--- src/rtl/genius_pkg.sv ---
// genius_pkg: shared types and constants for the Genius game timing blocks.
`default_nettype none

package genius_pkg;

  localparam int TIME_W         = 4;
  localparam int TURN_LIMIT_DEF = 9;

  typedef enum logic [0:0] {
    IDLE = 1'b0,
    RUN  = 1'b1
  } turn_timer_state_t;

  // True while an armed countdown is in its final three seconds.
  function automatic logic in_warn_window(input logic busy, input logic [TIME_W-1:0] remain);
    return busy && (remain >= TIME_W'(1)) && (remain <= TIME_W'(3));
  endfunction

endpackage

`default_nettype wire

--- src/rtl/genius_turn_timer_tick_gen.sv ---
// tick_gen: prescaler producing one tick every TICK_DIV enabled cycles.
`default_nettype none

module tick_gen #(
  parameter int TICK_DIV = 50_000_000
) (
  input  logic clk_i,
  input  logic r_n_i,
  input  logic clr_i,
  input  logic en_i,
  output logic tick_o
);

  localparam int               CNT_W    = (TICK_DIV > 1) ? $clog2(TICK_DIV) : 1;
  localparam logic [CNT_W-1:0] CNT_LAST = CNT_W'(TICK_DIV - 1);

  logic [CNT_W-1:0] r_cnt;

  always_ff @(posedge clk_i or negedge r_n_i) begin
    if (!r_n_i) begin
      r_cnt <= '0;
    end else if (clr_i) begin
      r_cnt <= '0;
    end else if (en_i) begin
      r_cnt <= (r_cnt == CNT_LAST) ? '0 : r_cnt + CNT_W'(1);
    end
  end

  // A clear in the same cycle wins over the wrap, so no tick is reported then.
  assign tick_o = en_i && !clr_i && (r_cnt == CNT_LAST);

endmodule

`default_nettype wire

--- src/rtl/genius_turn_timer.sv ---
// genius_turn_timer: per-turn countdown with tick and timeout pulses.
// Optional warn_o output enabled by defining GENIUS_TURN_TIMER_WARN_EN.
`default_nettype none

module genius_turn_timer
  import genius_pkg::*;
#(
  parameter int TICK_DIV = 50_000_000,
  parameter int LIMIT    = TURN_LIMIT_DEF
) (
  input  logic              clk_i,
  input  logic              r_n_i,
  input  logic              start_i,
  input  logic              key_i,
  input  logic              stop_i,
  output logic              busy_o,
  output logic [TIME_W-1:0] remain_o,
  output logic              tick_o,
  output logic              timeout_o
`ifdef GENIUS_TURN_TIMER_WARN_EN
  ,
  output logic              warn_o
`endif
);

  localparam logic [TIME_W-1:0] LIMIT_V = TIME_W'(LIMIT);

  turn_timer_state_t r_state;
  turn_timer_state_t w_state_nxt;
  logic [TIME_W-1:0] r_remain;
  logic [TIME_W-1:0] w_remain_nxt;
  logic              r_busy;
  logic              r_tick;
  logic              r_timeout;
  logic              w_tick_nxt;
  logic              w_timeout_nxt;
  logic              w_presc_tick;
  logic              w_presc_clr;
  logic              w_presc_en;

  // Any event that restarts or ends a second also restarts the prescaler.
  assign w_presc_en  = (r_state == RUN);
  assign w_presc_clr = (r_state == IDLE) || start_i || key_i || stop_i;

  tick_gen #(
    .TICK_DIV (TICK_DIV)
  ) u_tick_gen (
    .clk_i  (clk_i),
    .r_n_i  (r_n_i),
    .clr_i  (w_presc_clr),
    .en_i   (w_presc_en),
    .tick_o (w_presc_tick)
  );

  always_comb begin
    w_state_nxt   = r_state;
    w_remain_nxt  = r_remain;
    w_tick_nxt    = 1'b0;
    w_timeout_nxt = 1'b0;
    case (r_state)
      IDLE: begin
        if (start_i && !stop_i) begin
          w_state_nxt  = RUN;
          w_remain_nxt = LIMIT_V;
        end
      end
      RUN: begin
        if (stop_i) begin
          w_state_nxt = IDLE;
        end else if (start_i || key_i) begin
          w_remain_nxt = LIMIT_V;
        end else if (w_presc_tick && (r_remain != '0)) begin
          w_tick_nxt   = 1'b1;
          w_remain_nxt = r_remain - TIME_W'(1);
          if (r_remain == TIME_W'(1)) begin
            w_timeout_nxt = 1'b1;
            w_state_nxt   = IDLE;
          end
        end
      end
      default: w_state_nxt = IDLE;
    endcase
  end

  always_ff @(posedge clk_i or negedge r_n_i) begin
    if (!r_n_i) begin
      r_state   <= IDLE;
      r_remain  <= '0;
      r_busy    <= 1'b0;
      r_tick    <= 1'b0;
      r_timeout <= 1'b0;
    end else begin
      r_state   <= w_state_nxt;
      r_remain  <= w_remain_nxt;
      r_busy    <= (w_state_nxt == RUN);
      r_tick    <= w_tick_nxt;
      r_timeout <= w_timeout_nxt;
    end
  end

  assign busy_o    = r_busy;
  assign remain_o  = r_remain;
  assign tick_o    = r_tick;
  assign timeout_o = r_timeout;

`ifdef GENIUS_TURN_TIMER_WARN_EN
  logic r_warn;

  always_ff @(posedge clk_i or negedge r_n_i) begin
    if (!r_n_i) begin
      r_warn <= 1'b0;
    end else begin
      r_warn <= in_warn_window(w_state_nxt == RUN, w_remain_nxt);
    end
  end

  assign warn_o = r_warn;
`endif

endmodule

`default_nettype wire

--- config.mk ---
export PLATFORM = sky130hd
export DESIGN_NAME = genius_turn_timer
export DESIGN_NICKNAME = d
export VERILOG_FILES = /design/src/rtl/genius_pkg.sv /design/src/rtl/genius_turn_timer_tick_gen.sv /design/src/rtl/genius_turn_timer.sv
export SDC_FILE = /design/constraint.sdc
export NUM_CORES = 1
export LEC_CHECK = 0
export CAP_MARGIN = 20
export CORE_MARGIN = 2
export CORE_UTILIZATION = 50
export DETAILED_ROUTE_END_ITERATION = 8
export PLACE_DENSITY = 0.72
export SLEW_MARGIN = 0
export SYNTH_ARGS = -nofsm -noshare
export SYNTH_HDL_FRONTEND = slang
export SYNTH_SLANG_ARGS = --single-unit
--- constraint.sdc ---
create_clock -name clk_i -period 1.9 [get_ports clk_i]
set_clock_uncertainty 0.1 [all_clocks]
set_input_delay 0.38 -clock clk_i [delete_from_list [all_inputs] [get_ports clk_i]]
set_output_delay 0.38 -clock clk_i [all_outputs]
set_load 0.05 [all_outputs]
==> results by stage <==
Job:
- The tool flagged a number of max-cap violations equal to 0.

Worst setup path:
- The data required time of the critical path is 2040 ps.
- In this run the worst path has a maximum fanout of 5.
- In this run the worst setup path begins at start_i.
- The critical path crosses 6 cells after its start point.
- The worst register-to-register path begins at u_tick_gen.r_cnt[16].
- The cell family contributing the most delay on the critical path is simple AND/OR/NAND/NOR gates.
- Data on the critical path arrives at its endpoint at 2130 ps.
- Together, buffers and inverters on the worst path number 1.
- The critical path's slowest cell is sky130_fd_sc_hd__or4b_4.
- The signal on the critical path passes through clkdlybuf4s50_1 -> or4b_4 -> a21o_1 -> and4b_2 -> a211oi_2 -> a31o_1.
- By startpoint and endpoint, the worst setup path is classified as in2reg.
- The worst setup path is launched from an input port.
- STA classifies the critical path endpoint as a flip-flop.
- On the worst path, the slowest cell contributes a delay of 520 ps.
- The depth of the most critical reg-to-reg path is 5.
- The internal reg-to-reg setup slack is -80 ps.

STA:
- For this run, the top clock speed supported by timing is 503 MHz.
- The count of endpoints failing hold in the final timing report is 0.
- The transition at the pin with the smallest max-transition slack is 403 ps.
- Setup repair after global routing could not meet its margin everywhere.
- The routed design could run at a clock period as short as around 2000 ps.
- The setup TNS is -1240 ps.
- The final worst-path setup slack is -89.8 ps.
- Measured against its own limit, the worst slew margin works out to 0.731.
- Setup violations remaining at the end of the flow were counted as 29.
- In the finished design, the share of the clock period the worst path needs comes to 1.05.
- The number of max-slew violations in the final report is 0.

Logic synthesis:
- The share of the Yosys chip area taken by registers is 0.489.
- The average instance area after synthesis is 10.3 sq um.
- Counting every instance in the synthesized netlist gives 164.
- The number of distinct library cells after synthesis is 33.
- The number of nets in the synthesized netlist is 173.
- Counting flops and latches in the post-synthesis netlist gives 33.
- Counting flops with a built-in enable in the synthesized netlist gives 0.
- The Yosys step of the flow raised 0 warnings.
- The cell area that synthesis handed to floorplanning was ~0.0017 sq mm.
- In the synthesized netlist the dominant register cell turns out to be sky130_fd_sc_hd__dfrtp_1.
- For this run, asynchronously set or reset flops after synthesis account for 1.00.

CTS:
- The tree built by TritonCTS fans out to 33 sinks.
- The clock network latency to the later pin of the worst-skew pair is 340 ps.
- In this run the number of H-tree levels came out at 2.
- The cell sitting at the root of the clock tree is a sky130_fd_sc_hd__clkbuf_4.
- The clock passes through at most 2 buffers.
- Clock-pin slew was measured on the worst setup and hold paths at ~100 ps.
- The number of buffers created by CTS is 5.
- The CTS tree is built.

Power:
- The share of total power dissipated in combinational logic is 0.047.
- The total power consumption of the routed design is ~1.1 mW.
- The power per standard cell area is 560 mW/mm^2.
- The share of total power dissipated in the clock network is 0.333.
- The switching power share of the total is 0.239.
- Internal power comes to about 870 uW.
- The analysis attributes to net switching a power of about 270 uW.
- The peak supply drop is 362 uV.
- In this run the static leakage power is 0.884 nW.
- Of the total power, registers draw 0.620.

GRT:
- The number of global-route vias before repair was roughly 1300.
- The total global routing overflow is 0.
- The number of antenna violations at the first check in global routing is 0.
- The all-layer global routing usage is 0.205.
- The first global-routing pass estimated around 6000 microns of wire.
- Entering global routing, the biggest net connects 34 pins.

Placed design:
- The routability congestion estimate is 0.822.
- Detailed placement ended at an HPWL of 2310 microns.
- During placement, the flow inserted port buffers numbering 11.

Cells and area:
- The share of cells above drive strength 1 is 0.222.
- For this run, the post-layout net count is roughly 200.
- The top cell types in the final layout, fill and taps aside, are 32 x sky130_fd_sc_hd__nor2_1, 32 x sky130_fd_sc_hd__dfrtp_1, 20 x sky130_fd_sc_hd__buf_4.
- The final design utilization is 0.619.
- The number of fill cells in the layout is 281.
- The repair_antennas step left the layout with diodes totalling 0.
- The layout overhead on the synthesized area is 20.5%.

Floorplanning:
- The area of the die is between 0.003 and 0.004 sq mm.
- From bottom edge to top edge, the die measures 62.1 microns.
- The width of the chip is approximately 62 microns.
- 12 I/O pins were placed.
- After floorplanning, the core was sized to cover 0.00328 sq mm.
- The initial utilization of the core area, before any placement, comes to 0.514.
- The total number of placement rows is 21.

Detailed routing:
- After detailed routing, the total wire length is 3380 microns.
- The residual DRC count is 0.
- Summing over every cut layer, the via total after detailed routing is roughly 1300.
- In the routed layout, each cell is associated on average with a via count of 5.34.
- In the final routed layout, each cell accounts on average for between 10 and 15 microns.
- In this run, the number of DRC markers left after iteration 0 of detailed routing was 69.
- The remaining antenna violation count after routing is 0.
- The first detailed-routing pass ran for 4 iterations.

Min path:
- The tightest min-delay check is of the in2async type.

Outcome:
- The flow ran to the end, but the final reports show violations.
- The checks that failed: setup timing.
routing by layer:
layer,global-route usage,share of wire,vias up
met5,0,0,-
met4,0.111,0.022,0
met3,0.0562,0.039,10
met2,0.308,0.48,19
met1,0.271,0.46,628
li1,-,-,624
cells by family (layout without fill, tap and decap cells):
group | count (synthesis) | in the layout | synth area share
simple gates | 81 | 81 | 0.268
flops | 33 | 33 | 0.489
xor+xnor | 23 | 23 | 0.119
compound gates | 11 | 11 | 0.0437
buf+inv | 10 | 40 | 0.0378
fa+ha+maj | 4 | 4 | 0.0297
mux | 2 | 2 | 0.0119
power groups by stage:
| stage | sequential (mW) | combinational (mW) | clock (mW) |
|---|---|---|---|
| after floorplan | 0.725 | 0.0106 | 0 |
| after global placement | 0.720 | 0.0477 | 0 |
| after detailed placement | 0.720 | 0.0490 | 0 |
| after CTS | 0.706 | 0.0542 | 0.392 |
| after global routing | 0.707 | 0.0595 | 0.432 |
| final | 0.706 | 0.0531 | 0.380 |
flip-flops by register name, summed over array words and instances, names as in the netlist:
| signal | cells |
|---|---|
| u_tick_gen.r_cnt | 26 |
| remain_o | 4 |
| busy_o | 1 |
| tick_o | 1 |
| timeout_o | 1 |
worst paths after layout:
path / endpoint
max: remain_o[2]
min reg2reg: u_tick_gen.r_cnt[0]
min: u_tick_gen.r_cnt[20]
max reg2reg: remain_o[2]
min in group clk_i: u_tick_gen.r_cnt[0]
max in group asynchronous: busy_o
cells in the mapped netlist (3+ instances only):
| library cell | n | share of area |
|---|---|---|
| sky130_fd_sc_hd__nor2_1 | 34 | 0.076 |
| sky130_fd_sc_hd__dfrtp_1 | 33 | 0.49 |
| sky130_fd_sc_hd__xor2_1 | 15 | 0.078 |
| sky130_fd_sc_hd__nand4_1 | 10 | 0.037 |
| sky130_fd_sc_hd__nand3_1 | 9 | 0.027 |
| sky130_fd_sc_hd__xnor2_1 | 8 | 0.042 |
| sky130_fd_sc_hd__inv_1 | 6 | 0.013 |
| sky130_fd_sc_hd__and3_1 | 5 | 0.019 |
| sky130_fd_sc_hd__nand2_1 | 5 | 0.011 |
| sky130_fd_sc_hd__ha_1 | 4 | 0.030 |
| sky130_fd_sc_hd__buf_6 | 3 | 0.020 |
stage by stage:
stage / hold slack, ps / instance area, sq um / worst slack (ps) / cells
after floorplan: -15.6 / 1690 / -88.3 / 164
after global placement: 372 / 1900 / -433 / 229
after detailed placement: 403 / 1900 / -492 / 229
after CTS: 328 / 2020 / -73.3 / 240
after global routing: 349 / 2030 / -156 / 240
final: 320 / 2030 / -89.8 / 240
what timing repair did:
action | 4_1_cts | 5_1_grt
gates cloned | 1 | 0
gates resized for setup | 7 | 3
setup endpoints to repair | 31 | 31
hold buffers | 0 | 0
buffers inserted | 2 | 0
pin swaps | 4 | 1
cell type report:
type / count / area, sq um / area share
clock buffer: 6 / 41.3 / 0.0203
inverter: 6 / 22.5 / 0.0111
tap: 46 / 57.6 / 0.0283
timing repair buffer: 26 / 241 / 0.119
clock inverter: 2 / 10.0 / 0.00492
sequential: 33 / 827 / 0.407
multi-input combinational: 121 / 833 / 0.410
No activity file was read; power rests on OpenSTA's default activity.
